[config.mk]
export PLATFORM = sky130hd
export DESIGN_NAME = weighted_rr_arbiter
export DESIGN_NICKNAME = d
export VERILOG_FILES = /design/src/rtl/wrr_arb_pkg.sv /design/src/rtl/rr_find_next.sv /design/src/rtl/weighted_rr_arbiter.sv
export SDC_FILE = /design/constraint.sdc
export NUM_CORES = 1
export LEC_CHECK = 0
export ABC_CLOCK_PERIOD_IN_PS = 3500
export BUFFER_PORTS_ARGS = -buffer_cell sky130_fd_sc_hd__buf_2
export CAP_MARGIN = 30
export CELL_PAD_IN_SITES_DETAIL_PLACEMENT = 0
export CELL_PAD_IN_SITES_GLOBAL_PLACEMENT = 1
export CORE_ASPECT_RATIO = 0.7
export CORE_UTILIZATION = 41
export DETAILED_ROUTE_END_ITERATION = 10
export GPL_TIMING_DRIVEN = 1
export PLACE_DENSITY = 0.87
export SETUP_SLACK_MARGIN = 0.02
export SLEW_MARGIN = 20
export SYNTH_ARGS = -nofsm -noshare
export SYNTH_HDL_FRONTEND = slang
export SYNTH_SLANG_ARGS = --single-unit
[constraint.sdc]
create_clock -name clk -period 3.5 [get_ports clk]
set_input_delay 0 -clock clk [delete_from_list [all_inputs] [get_ports clk]]
set_output_delay 0 -clock clk [all_outputs]
set_load 0.02 [all_outputs]
[src/rtl/wrr_arb_pkg.sv]
// ---------------------------------------------------------------------------
// wrr_arb_pkg
//   Shared constants and types for the weighted round-robin arbiter.
//   N_DEF / WEIGHT_W_DEF : default requester count and weight-field width.
//   arb_dec_e            : per-cycle arbitration decision (also a handy
//                          debug probe when looking at waveforms).
// Optional feature macro used by the arbiter: WRR_ARB_LOCK_EN.
// ---------------------------------------------------------------------------
package wrr_arb_pkg;

  localparam int N_DEF        = 4;
  localparam int WEIGHT_W_DEF = 4;

  typedef enum logic [1:0] {
    ARB_IDLE   = 2'd0,
    ARB_HOLD   = 2'd1,
    ARB_ROTATE = 2'd2
  } arb_dec_e;

endpackage : wrr_arb_pkg

[src/rtl/rr_find_next.sv]
// ---------------------------------------------------------------------------
// rr_find_next
//   Purely combinational rotating find-first-set. Scans req starting at
//   index 'start' and wrapping modulo N; the first set bit wins.
// Ports:
//   req     [N]     : request vector
//   start   [IDX_W] : first index examined
//   onehot  [N]     : one-hot of the winner (all-zero if none)
//   idx     [IDX_W] : binary index of the winner (0 if none)
//   found           : any request set
// ---------------------------------------------------------------------------
module rr_find_next #(
  parameter int N     = 4,
  parameter int IDX_W = $clog2(N)
) (
  input  logic [N-1:0]     req,
  input  logic [IDX_W-1:0] start,
  output logic [N-1:0]     onehot,
  output logic [IDX_W-1:0] idx,
  output logic             found
);

  int j;

  // NOTE: every output gets a default before the loop so no path leaves
  // a signal unassigned, which would otherwise infer a latch.
  always_comb begin
    onehot = '0;
    idx    = '0;
    found  = 1'b0;
    j      = 0;
    for (int k = 0; k < N; k++) begin
      j = int'(start) + k;
      if (j >= N) j = j - N;
      if (!found && req[j]) begin
        found     = 1'b1;
        onehot[j] = 1'b1;
        idx       = IDX_W'(j);
      end
    end
  end

endmodule : rr_find_next

[src/rtl/weighted_rr_arbiter.sv]
// ---------------------------------------------------------------------------
// weighted_rr_arbiter
//   N-way round-robin arbiter with a registered one-hot grant. Each
//   requester may hold the grant for up to weight[i] consecutive cycles
//   (0 counts as 1) before the grant rotates. The weight is captured when
//   a burst starts, so later changes only affect the next burst.
// Ports:
//   clk          : clock, rising edge
//   rst          : synchronous active-low reset
//   req    [N]   : request vector
//   weight [N*WEIGHT_W] : packed weights, field i = weight[i*WEIGHT_W +: WEIGHT_W]
//   lock         : (only with WRR_ARB_LOCK_EN) keep the current owner
//   grant  [N]   : registered one-hot grant or zero
//   grant_valid  : grant is non-zero
//   grant_idx    : index of the granted requester, 0 when idle
// Optional feature: define WRR_ARB_LOCK_EN to add the lock input.
// ---------------------------------------------------------------------------
module weighted_rr_arbiter
  import wrr_arb_pkg::*;
#(
  parameter int N        = N_DEF,
  parameter int WEIGHT_W = WEIGHT_W_DEF,
  parameter int IDX_W    = $clog2(N)
) (
  input  logic                  clk,
  input  logic                  rst,
  input  logic [N-1:0]          req,
  input  logic [N*WEIGHT_W-1:0] weight,
`ifdef WRR_ARB_LOCK_EN
  input  logic                  lock,
`endif
  output logic [N-1:0]          grant,
  output logic                  grant_valid,
  output logic [IDX_W-1:0]      grant_idx
);

  localparam logic [WEIGHT_W-1:0] W_ONE   = WEIGHT_W'(1);
  localparam logic [WEIGHT_W:0]   CNT_ONE = (WEIGHT_W + 1)'(1);

  logic [N-1:0]        r_grant;
  logic                r_valid;
  logic [IDX_W-1:0]    r_owner;
  logic [IDX_W-1:0]    r_ptr;
  logic [WEIGHT_W-1:0] r_cnt;
  logic [WEIGHT_W-1:0] r_weight;

  logic [WEIGHT_W-1:0] w_weight_arr [N];
  logic [IDX_W-1:0]    w_start;
  logic [N-1:0]        w_next_onehot;
  logic [IDX_W-1:0]    w_next_idx;
  logic                w_found;
  logic [WEIGHT_W:0]   w_cnt_inc;
  logic                w_burst_left;
  logic                w_lock_hold;
  logic [WEIGHT_W-1:0] w_new_weight;
  arb_dec_e            w_dec;

  for (genvar g = 0; g < N; g++) begin : g_unpack
    assign w_weight_arr[g] = weight[g*WEIGHT_W +: WEIGHT_W];
  end

  // Search begins just after the last owner, so the owner itself is
  // examined last and a sole requester still gets re-granted.
  assign w_start = (r_ptr == IDX_W'(N - 1)) ? '0 : r_ptr + IDX_W'(1);

  rr_find_next #(
    .N     (N),
    .IDX_W (IDX_W)
  ) u_find (
    .req    (req),
    .start  (w_start),
    .onehot (w_next_onehot),
    .idx    (w_next_idx),
    .found  (w_found)
  );

  // One extra bit so cnt+1 cannot wrap before the compare.
  assign w_cnt_inc    = {1'b0, r_cnt} + CNT_ONE;
  assign w_burst_left = w_cnt_inc < {1'b0, r_weight};

`ifdef WRR_ARB_LOCK_EN
  assign w_lock_hold = lock;
`else
  assign w_lock_hold = 1'b0;
`endif

  assign w_new_weight = (w_weight_arr[w_next_idx] == '0) ? W_ONE
                                                         : w_weight_arr[w_next_idx];

  always_comb begin
    w_dec = ARB_IDLE;
    if (w_found) begin
      if (r_valid && req[r_owner] && (w_burst_left || w_lock_hold))
        w_dec = ARB_HOLD;
      else
        w_dec = ARB_ROTATE;
    end
  end

  // NOTE: state updates use non-blocking assignments so every register
  // samples the pre-edge values; reset is synchronous, hence only clk in
  // the sensitivity list.
  always_ff @(posedge clk) begin
    if (!rst) begin
      r_grant  <= '0;
      r_valid  <= 1'b0;
      r_owner  <= '0;
      r_ptr    <= IDX_W'(N - 1);
      r_cnt    <= '0;
      r_weight <= W_ONE;
    end else begin
      case (w_dec)
        ARB_HOLD: begin
          // Under lock the count saturates at weight-1 so that dropping
          // lock rotates on the very next edge.
          if (w_burst_left) r_cnt <= w_cnt_inc[WEIGHT_W-1:0];
        end
        ARB_ROTATE: begin
          r_grant  <= w_next_onehot;
          r_valid  <= 1'b1;
          r_owner  <= w_next_idx;
          r_ptr    <= w_next_idx;
          r_cnt    <= '0;
          r_weight <= w_new_weight;
        end
        default: begin
          r_grant <= '0;
          r_valid <= 1'b0;
          r_owner <= '0;
          r_cnt   <= '0;
        end
      endcase
    end
  end

  assign grant       = r_grant;
  assign grant_valid = r_valid;
  assign grant_idx   = r_owner;

endmodule : weighted_rr_arbiter

==> results of run 1 <==
==> final cells by class <==
| type | count | area (sq um) |
|---|---|---|
| Clock buffer | 4 | 45.0 |
| Multi-Input combinational cell | 131 | 1040 |
| Sequential cell | 17 | 340 |
| Fill cell | 304 | 1600 |
| Inverter | 9 | 33.8 |
| Timing Repair Buffer | 28 | 140 |
| Tap cell | 47 | 58.8 |
==> worst reg2reg max path, stage by stage, from the launching register on <==
cell and delay [ns]:
dfxtp_1 0.51, ha_1 0.37, or2_1 0.34, mux4_2 0.69
o221ai_4 0.22, nand2_4 0.12, mux2_4 0.31, a221o_1 0.34
==> flip-flops by register name, summed over array words and instances (netlist names) <==
register and count:
r_ptr 2, grant_idx 2, r_weight 4, r_cnt 4, grant 4, grant_valid 1
==> Yosys cell counts, types with 3 or more instances <==
master	count	share of area, %
ha_1	12	10
inv_1	9	2.3
dfxtp_1	17	23
or4_1	3	1.5
a311oi_1	5	3.0
mux2i_1	6	4.1
nor2_1	15	3.9
nand3_1	6	2.1
nand2_1	11	2.8
a21oi_1	5	1.7
o21ai_0	6	2.1
a221o_1	3	2.1
mux4_2	4	6.2
nor3_1	11	3.8
==> cells by family after synthesis <==
family,count (synthesis)
xor gates and xnor gates,2
muxes,16
adders and majority gates,12
and+or+nand+nor,60
AOI/OAI and AO/OA,41
DFF,17
buffers and inverters,14
==> layout by cell type, fill, tap and decap left out, drive strengths merged, types with 2 or more instances in the layout <==
| cell type | n |
|---|---|
| mux2 | 6 |
| a22o | 4 |
| a311oi | 5 |
| buf | 28 |
| o21a | 2 |
| nor3b | 2 |
| mux2i | 6 |
| or4 | 3 |
| o21ai | 7 |
| a221o | 3 |
| a21oi | 5 |
| ha | 12 |
| nor2 | 16 |
| nand2 | 12 |
| clkbuf | 4 |
| nor3 | 11 |
| o211ai | 2 |
| nor2b | 2 |
| nand3 | 6 |
| dfxtp | 17 |
| o31ai | 2 |
| inv | 9 |
| and3 | 2 |
| mux4 | 4 |
| or2 | 3 |
==> worst max-delay path by stage <==
stage / to / slack [ns] / depth (start not counted)
floorplan: r_weight[2]$_SDFFE_PN0P_ / 0.86 / 9
global placement: r_weight[3]$_SDFFE_PN0P_ / 0.65 / 7
detailed placement: r_weight[1]$_SDFFE_PN0P_ / 0.54 / 7
CTS: r_weight[1]$_SDFFE_PN0P_ / 0.53 / 7
global route: r_weight[2]$_SDFFE_PN0P_ / 0.38 / 7
finish: r_weight[1]$_SDFFE_PN0P_ / 0.49 / 7
==> metal layers <==
layer	wire [um]	global-route usage [%]	vias up
met5	0	0	-
met4	0	2.29	0
met3	247	4.26	0
met2	1650	35.5	71
met1	1700	27.8	616
li1	-	-	668
==> power by group through the flow <==
stage,clock (uW),sequential [uW],combinational [uW]
after floorplan,0,345,666
after global placement,0,308,855
after detailed placement,0,314,873
after CTS,147,309,877
after global routing,154,317,961
final,144,311,885
==> per-stage QoR <==
step | utilization, % | cell area, sq um | total power [uW] | cells | hold slack [ns]
2_1_floorplan | - | 1460 | 1010 | 162 | 0.0889
3_3_place_gp | 49.4 | 1610 | 1160 | 232 | 0.258
3_5_place_dp | 49.4 | 1610 | 1190 | 232 | 0.266
4_1_cts | 50.8 | 1650 | 1330 | 236 | 0.00795
5_1_grt | 50.8 | 1650 | 1430 | 236 | 0.0271
6_report | 50.8 | 1650 | 1340 | 236 | 0.00810
==> flow_summary.json, run 1 <==
{
  "grt_pass1_wl_mm": 5.95,
  "nNetsFinal": 224,
  "comb_power_share_pct": 66.0,
  "power_frac_seq_pct": 23.2,
  "grt_pass1_vias": 1299,
  "r2r_setup_slack_ns": 0.49,
  "hold_path.startpoint": "rst",
  "wl_per_cell_um": 15.2,
  "status": "finished clean",
  "async_reset_ff_share_pct": 0,
  "cts_tree": "yes",
  "clock.fmax_mhz": 332,
  "drive_gt1_share_pct": 25.9,
  "slowest_delay_ns": 0.69,
  "antenna_found_initial": 0,
  "portBuffers": 28,
  "path_max_fanout": 9,
  "min_to": "r_ptr[1]$_SDFFE_PN1P_",
  "clockRootBuffer": "clkbuf_8",
  "cp-end-kind": "register",
  "synth-seq-cells": 17,
  "initial_utilization_pct": 44.7,
  "synthMuxAreaShare_pct": 15.5,
  "p_clk_share_pct": 10.7,
  "drt_first_pass_iters": 4,
  "via_count": 1355,
  "place_congestion": 0.898,
  "rows": 17,
  "first_iter_violations": 68,
  "ctsHtreeMaxLevel": 1,
  "tns_ns": 0,
  "p_leak_uw": 0.000722,
  "ioPinCount": 29,
  "grt_start_max_net_pins": 14,
  "finalHoldViolations": 0,
  "crit_chain": "ha_1 > or2_1 > mux4_2 > o221ai_4 > nand2_4 > mux2_4 > a221o_1",
  "setup_ws_ns": 0.492,
  "rsz0062_at_grt": "false",
  "synthSimpleGateAreaFrac_pct": 21.2,
  "synth_compound_area_share_pct": 23.0,
  "timing_worst_setup_path_type": "reg2reg",
  "routed_wl_mm": 3.60,
  "synth_xor_area_share_pct": 1.20,
  "p_sw_uw": 619,
  "whs_path_depth": 2,
  "area_delta_synth_final_pct": 13.7,
  "diodes": 0,
  "worst-path-buf-inv": 0,
  "synth_fp_nets": 196,
  "min_period_ns": 3.01,
  "post_cts_buffers": 0,
  "synth.distinct_cells": 52,
  "power.density_nw_per_um2": 810,
  "syn-instance-count": 162,
  "critPathSlowestCell": "mux4_2",
  "p_int_uw": 720,
  "skew_ns": 0.00336,
  "r2r_cells": 7,
  "ir_drop_uv": 314,
  "drv_slew": 0,
  "remaining_drc_errors": 0,
  "overflow": 0,
  "fp.coreArea_sq_um": 3250,
  "tightest_slew_ns": 0.580,
  "synth-seq-area-share_pct": 23.4,
  "cts_resized": 0,
  "cts_buffer_depth": 2,
  "place_ws_ns": 0.536,
  "grt_usage_pct": 20.7,
  "switching_share_pct": 46.2,
  "cp.required_ns": 3.64,
  "die_w_um": 73.2,
  "clk_pin_slew_ns": 0.06,
  "maxCapViolations": 0,
  "synth_top_family_by_area": "compound AO/OA/AOI/OAI gates",
  "die_h_um": 51.8,
  "clkSinkCount": 17,
  "crit_family": "multiplexers",
  "netlist_area_sq_um": 1460,
  "fin_crit_sh_pct": 85.9,
  "r2r-end": "r_weight[1]$_SDFFE_PN0P_",
  "viasPerCell": 5.74,
  "postCtsHoldBufs": 0,
  "setup_viol": 0,
  "slew_headroom_pct": 61.2,
  "antenna_left": 0,
  "dp_hpwl_mm": 2.93,
  "design.die.area_sq_um": 3800,
  "crit-reg2reg-launch": "r_ptr[0]$_SDFFE_PN1P_",
  "crit_arrival_ns": 3.15,
  "insertion_delay_ns": 0.25,
  "cts_inserted_buffers": 3,
  "critPathLaunchType": "register",
  "ys.flop_type": "dfxtp_1",
  "synth-edff-count": 0,
  "hp-class": "in2reg",
  "synthAdderAreaFrac_pct": 10.3,
  "synth.avg_cell_area_sq_um": 8.98,
  "synth_warnings": 0,
  "crit_start": "r_ptr[0]$_SDFFE_PN1P_"
}
(Power assumes the default switching activity.)
==> run 2, diff against run 1 <==
- CORE_UTILIZATION: 41 -> 42
- SYNTH_HIERARCHICAL: not set -> 1
==> flow_summary.json, run 2 <==
{
  "dp_hpwl_mm": 2.33,
  "drt_first_pass_iters": 4,
  "p_int_uw": 923,
  "tightest_slew_ns": 0.611,
  "die_h_um": 49.3,
  "first_iter_violations": 52,
  "async_reset_ff_share_pct": 0,
  "clock.fmax_mhz": 305,
  "switching_share_pct": 43.7,
  "place_congestion": 0.852,
  "crit_arrival_ns": 3.45,
  "layout_commonest_cell": "buf_2",
  "synth_largest_area_cell": "dfxtp_1",
  "portBuffers": 28,
  "final_cell_mix": "28 x buf_2, 17 x dfxtp_1, 11 x ha_1",
  "power_frac_seq_pct": 18.3,
  "clockRootBuffer": "clkbuf_8",
  "syn-instance-count": 126,
  "synthAdderAreaFrac_pct": 12.1,
  "area_delta_synth_final_pct": 21.8,
  "initial_utilization_pct": 46.2,
  "slowest_delay_ns": 0.52,
  "synth_fp_nets": 161,
  "grt_usage_pct": 18.7,
  "antenna_found_initial": 0,
  "clkSinkCount": 17,
  "grt_pass1_vias": 1073,
  "grt_start_max_net_pins": 13,
  "antenna_left": 0,
  "skew_ns": 0.00532,
  "remaining_drc_errors": 0,
  "drv_slew": 0,
  "crit_chain": "ha_4 > nor2_4 > inv_2 > ha_4 > mux4_2 > buf_4 > and2b_2 > o21ai_0 > o31ai_1 > buf_4 > mux4_2 > nor3_1 > nor3b_1 > o21ai_0",
  "insertion_delay_ns": 0.25,
  "diodes": 0,
  "hp-class": "in2reg",
  "cp.required_ns": 3.67,
  "cts_tree": "yes",
  "clk_pin_slew_ns": 0.06,
  "critPathSlowestCell": "mux4_2",
  "fin_crit_sh_pct": 93.6,
  "ys.flop_type": "dfxtp_1",
  "status": "finished clean",
  "cts_inserted_buffers": 3,
  "synth_compound_area_share_pct": 18.3,
  "synth.distinct_cells": 36,
  "slew_headroom_pct": 59.2,
  "design.die.area_sq_um": 3420,
  "synth-edff-count": 0,
  "netlist_area_sq_um": 1340,
  "fp.coreArea_sq_um": 2900,
  "final_util_pct": 56.2,
  "comb_power_share_pct": 73.0,
  "synthMuxAreaShare_pct": 22.4,
  "critPathLaunchType": "register",
  "power.density_nw_per_um2": 1010,
  "drive_gt1_share_pct": 35.2,
  "cp-end-kind": "register",
  "timing_worst_setup_path_type": "reg2reg",
  "maxCapViolations": 0,
  "synthSimpleGateAreaFrac_pct": 13.0,
  "synth_warnings": 6,
  "p_clk_share_pct": 8.7,
  "cts_buffer_depth": 2,
  "synth-seq-cells": 17,
  "r2r_setup_slack_ns": 0.22,
  "via_count": 1150,
  "synth_top_area_share_pct": 25.4,
  "setup_viol": 0,
  "synth_top_family_by_area": "multiplexers",
  "finalHoldViolations": 0,
  "ioPinCount": 29,
  "power_uw": 1640,
  "synth_area_leaders": "dfxtp_1 25%, ha_1 12%, mux4_2 8.4%, mux4_1 7.8%, mux2i_1 4.5%",
  "synth.most_common_cell": "dfxtp_1",
  "synth.avg_cell_area_sq_um": 10.6,
  "p_leak_uw": 0.000742,
  "grt_pass1_wl_mm": 5.14,
  "rows": 16,
  "yosys-top-cells-count": "17 x dfxtp_1, 13 x ha_1, 8 x a22oi_1, 8 x inv_1, 7 x o21ai_0",
  "nNetsFinal": 198,
  "min_period_ns": 3.28,
  "ir_drop_uv": 517,
  "p_sw_uw": 717,
  "routed_wl_mm": 2.94,
  "overflow": 0,
  "viasPerCell": 5.81,
  "wl_per_cell_um": 14.9,
  "synth_xor_area_share_pct": 2.61,
  "synth-seq-area-share_pct": 25.4,
  "path_max_fanout": 9,
  "die_w_um": 69.5,
  "ctsHtreeMaxLevel": 1
}
## run 2: cell types whose count changed after synthesis, moves of 5 or more
| cell | previous run | this run |
|---|---|---|
| a22oi_1 | 0 | 8 |
| a311oi_1 | 5 | 0 |
| and2_1 | 1 | 6 |
| nand2_1 | 11 | 4 |
| nor2_1 | 15 | 4 |
| nor3_1 | 11 | 2 |
## run 2: worst paths after layout
path / startpoint / end / depth (start not counted)
worst min register to register: r_cnt[0]$_SDFFE_PN0N_ / r_cnt[0]$_SDFFE_PN0N_ / 1
worst max register to register: r_ptr[0]$_SDFFE_PN1N_ / r_weight[0]$_SDFFE_PN1N_ / 14
worst max-delay path: r_ptr[0]$_SDFFE_PN1N_ / r_weight[0]$_SDFFE_PN1N_ / 14
worst min-delay path: weight[8] / r_weight[0]$_SDFFE_PN1N_ / 4
## run 2: stage by stage
step	setup slack [ns]	hold slack, ns	area (sq um)	cells	setup TNS, ns
final	0.223	0.247	1630	198	0
after global placement	0.104	0.241	1510	189	0
after floorplan	0.0361	0.0619	1340	126	0
after CTS	0.0206	0.235	1570	195	0
after detailed placement	0.0504	0.246	1520	190	0
after global routing	-0.00123	0.267	1630	198	-0.00123
## run 2: layout make-up
type	instances	area, sq um
sequential	17	340
timing repair buffer	38	221
multi-input combinational	95	950
tap	36	45.0
fill	249	1270
inverter	8	30.0
clock buffer	4	45.0
## run 2: metal layers
layer | GRT usage, % | share of wire, % | up-vias | routed length [um]
met1 | 26.9 | 51 | 547 | 1510
met3 | 4.55 | 5.5 | 2 | 162
met2 | 28.8 | 43 | 44 | 1270
li1 | - | - | 557 | -
met4 | 3.06 | 0.14 | 0 | 4
met5 | 0 | 0 | - | 0
## run 2: critical path, delay by kind of cell (launching register included)
family | cells | cell delay, ns
adder cells (fa/ha/maj) | 2 | 0.48
AND/OR/NAND/NOR | 4 | 0.66
multiplexers | 2 | 0.83
AO/OA/AOI/OAI | 3 | 0.35
buffers and inverters | 3 | 0.51
flip-flops | 1 | 0.37
## run 2: repair_timing
| action | in CTS | in global routing |
|---|---|---|
| hold endpoints to repair | 3 | 0 |
| setup buffers | 0 | 3 |
| hold buffers | 1 | 0 |
| endpoints found under the setup margin | 0 | 10 |
| resized for setup | 0 | 8 |
## run 2: power groups by stage
stage	registers [uW]	logic, uW	clock network (uW)
after floorplan	320	857	0
after global placement	294	1060	0
after detailed placement	297	1100	0
after CTS	293	1110	146
after global routing	309	1320	157
final	300	1200	142
## run 2: kinds of logic (layout without fill, tap and decap cells)
family,count (synthesis),count (layout)
adder cells (fa/ha/maj),13,13
buffers and inverters,14,50
multiplexers,17,17
flip-flops,17,17
XOR/XNOR,4,4
AND/OR/NAND/NOR,28,28
AO/OA/AOI/OAI,33,33
==> run 3, diff against run 2 <==
- ABC_CLOCK_PERIOD_IN_PS: 3500 -> 4250
- CORE_UTILIZATION: 42 -> 45
- PLACE_DENSITY: 0.87 -> 0.92
- clock period: 3.5 -> 4.25 ns (I/O delays scaled with it)
==> flow_summary.json, run 3 (synthesized netlist as in run 2, its figures left out) <==
{
  "drive_gt1_share_pct": 29.7,
  "dp_hpwl_mm": 2.16,
  "via_count": 1073,
  "layout_commonest_cell": "buf_2",
  "place_ws_ns": 0.528,
  "portBuffers": 28,
  "fin_cells": 191,
  "ir_drop_uv": 442,
  "finalHoldViolations": 0,
  "power.density_nw_per_um2": 796,
  "dp_cells": 185,
  "crit_end": "r_weight[0]$_SDFFE_PN1N_",
  "min_period_ns": 3.60,
  "cp-end-kind": "register",
  "viasPerCell": 5.62,
  "clockRootBuffer": "clkbuf_8",
  "fp.coreArea_sq_um": 2800,
  "nNetsFinal": 191,
  "clock.fmax_mhz": 278,
  "setup_viol": 0,
  "hp-class": "in2reg",
  "crit_arrival_ns": 3.78,
  "comb_power_share_pct": 70.5,
  "wl_per_cell_um": 14.4,
  "antenna_found_initial": 0,
  "crit-reg2reg-launch": "r_ptr[0]$_SDFFE_PN1N_",
  "cts_inserted_buffers": 3,
  "rsz0062_at_grt": "false",
  "r2r-end": "r_weight[0]$_SDFFE_PN1N_",
  "place_congestion": 0.839,
  "skew_ns": 0.00465,
  "p_clk_share_pct": 10.0,
  "rows": 16,
  "critPathLaunchType": "register",
  "cts_buffer_depth": 2,
  "multiInputGateArea_sq_um": 917,
  "tns_ns": 0,
  "path_max_fanout": 10,
  "p_leak_uw": 0.000707,
  "nFillCells": 237,
  "remaining_drc_errors": 0,
  "p_sw_uw": 553,
  "antenna_left": 0,
  "initial_utilization_pct": 47.8,
  "overflow": 0,
  "die_w_um": 67.2,
  "diodes": 0,
  "cts_tree": "yes",
  "slowest_delay_ns": 0.52,
  "setup_ws_ns": 0.654,
  "area_delta_synth_final_pct": 15.0,
  "maxCapViolations": 0,
  "routed_wl_mm": 2.74,
  "clk_pin_slew_ns": 0.07,
  "final_cell_area_sq_um": 1540,
  "placed_cell_area_sq_um": 1480,
  "switching_share_pct": 45.1,
  "tightest_slew_ns": 0.668,
  "clkSinkCount": 17,
  "cts_resized": 0,
  "drt_first_pass_iters": 4,
  "grt_usage_pct": 17.9,
  "cp.required_ns": 4.44,
  "ff_latch_area_sq_um": 340,
  "status": "finished clean",
  "first_iter_violations": 52,
  "ioPinCount": 29,
  "slew_headroom_pct": 55.4,
  "crit_chain": "ha_1 > inv_1 > ha_1 > mux4_2 > and2b_2 > o21ai_0 > o31ai_1 > buf_2 > mux4_2 > nor3_1 > nor3b_1 > o21ai_0",
  "power_frac_seq_pct": 19.5,
  "grt_start_max_net_pins": 14,
  "r2r_cells": 12,
  "critPathSlowestCell": "mux4_2",
  "grt_pass1_wl_mm": 4.17,
  "final_cell_mix": "29 x buf_2, 17 x dfxtp_1, 13 x ha_1",
  "crit_start": "r_ptr[0]$_SDFFE_PN1N_",
  "timing_worst_setup_path_type": "reg2reg",
  "insertion_delay_ns": 0.25,
  "fin_crit_sh_pct": 84.6,
  "ctsHtreeMaxLevel": 1,
  "p_int_uw": 673,
  "die_h_um": 47.7,
  "design.die.area_sq_um": 3200,
  "r2r_setup_slack_ns": 0.65,
  "drv_slew": 0,
  "grt_pass1_vias": 900
}
run 3: cell count changes in the layout (fill, tap and decap cells not counted), sizes merged:
cell / previous run / this run
clkbuf: 4 / 3
buf: 37 / 30
clkinv: 0 / 1
run 3: worst min-delay path by stage:
| stage | from | end | slack [ns] | cells after the start |
|---|---|---|---|---|
| 2_1_floorplan | rst | r_ptr[0]$_SDFFE_PN1N_ | 0.06 | 1 |
| 3_3_place_gp | rst | r_ptr[0]$_SDFFE_PN1N_ | 0.23 | 2 |
| 3_5_place_dp | rst | r_ptr[0]$_SDFFE_PN1N_ | 0.24 | 2 |
| 4_1_cts | weight[8] | r_weight[0]$_SDFFE_PN1N_ | 0.23 | 4 |
| 5_1_grt | weight[3] | r_weight[3]$_SDFFE_PN0N_ | 0.28 | 4 |
| 6_report | weight[8] | r_weight[0]$_SDFFE_PN1N_ | 0.23 | 4 |
run 3: layout make-up:
cell class | count | area share (%)
timing repair buffer | 31 | 10.6
multi-input combinational | 95 | 59.5
tap | 36 | 2.92
sequential | 17 | 22.1
clock inverter | 1 | 0.325
inverter | 8 | 1.95
clock buffer | 3 | 2.68
run 3: stage by stage:
step                util (%)  power [uW]  hold slack (ns)
floorplan                  -         969           0.0619
global placement        52.8        1060            0.233
detailed placement      52.8        1090            0.244
CTS                     54.8        1210            0.229
global route            55.0        1330            0.280
finish                  55.0        1230            0.234
run 3: what timing repair did:
| action | CTS | global route |
|---|---|---|
| hold buffers | 1 | 0 |
| setup buffers | 0 | 0 |
| endpoints found under the setup margin | 0 | 0 |
| hold endpoints to repair | 3 | 0 |
run 3: per-layer routing:
layer,vias to the layer above,global-route usage [%],share of wire (%)
li1,542,-,-
met1,497,26.3,51
met2,30,25.4,43
met3,4,4.29,5.1
met4,0,5.96,1.3
met5,-,0,0
run 3: power groups by stage:
stage               clock network [uW]  logic [uW]  registers [uW]
finish                             123         865             239
global route                       133         947             245
CTS                                126         846             239
detailed placement                   0         843             243
global placement                     0         824             240
floorplan                            0         706             263
run 3: critical path, delay by kind of cell (launching register included):
kind / cells / cell delay [ns]
fa+ha+maj: 2 / 0.87
buf+inv: 2 / 0.43
simple gates: 3 / 0.58
compound gates: 3 / 0.34
mux: 2 / 0.97
flops: 1 / 0.33
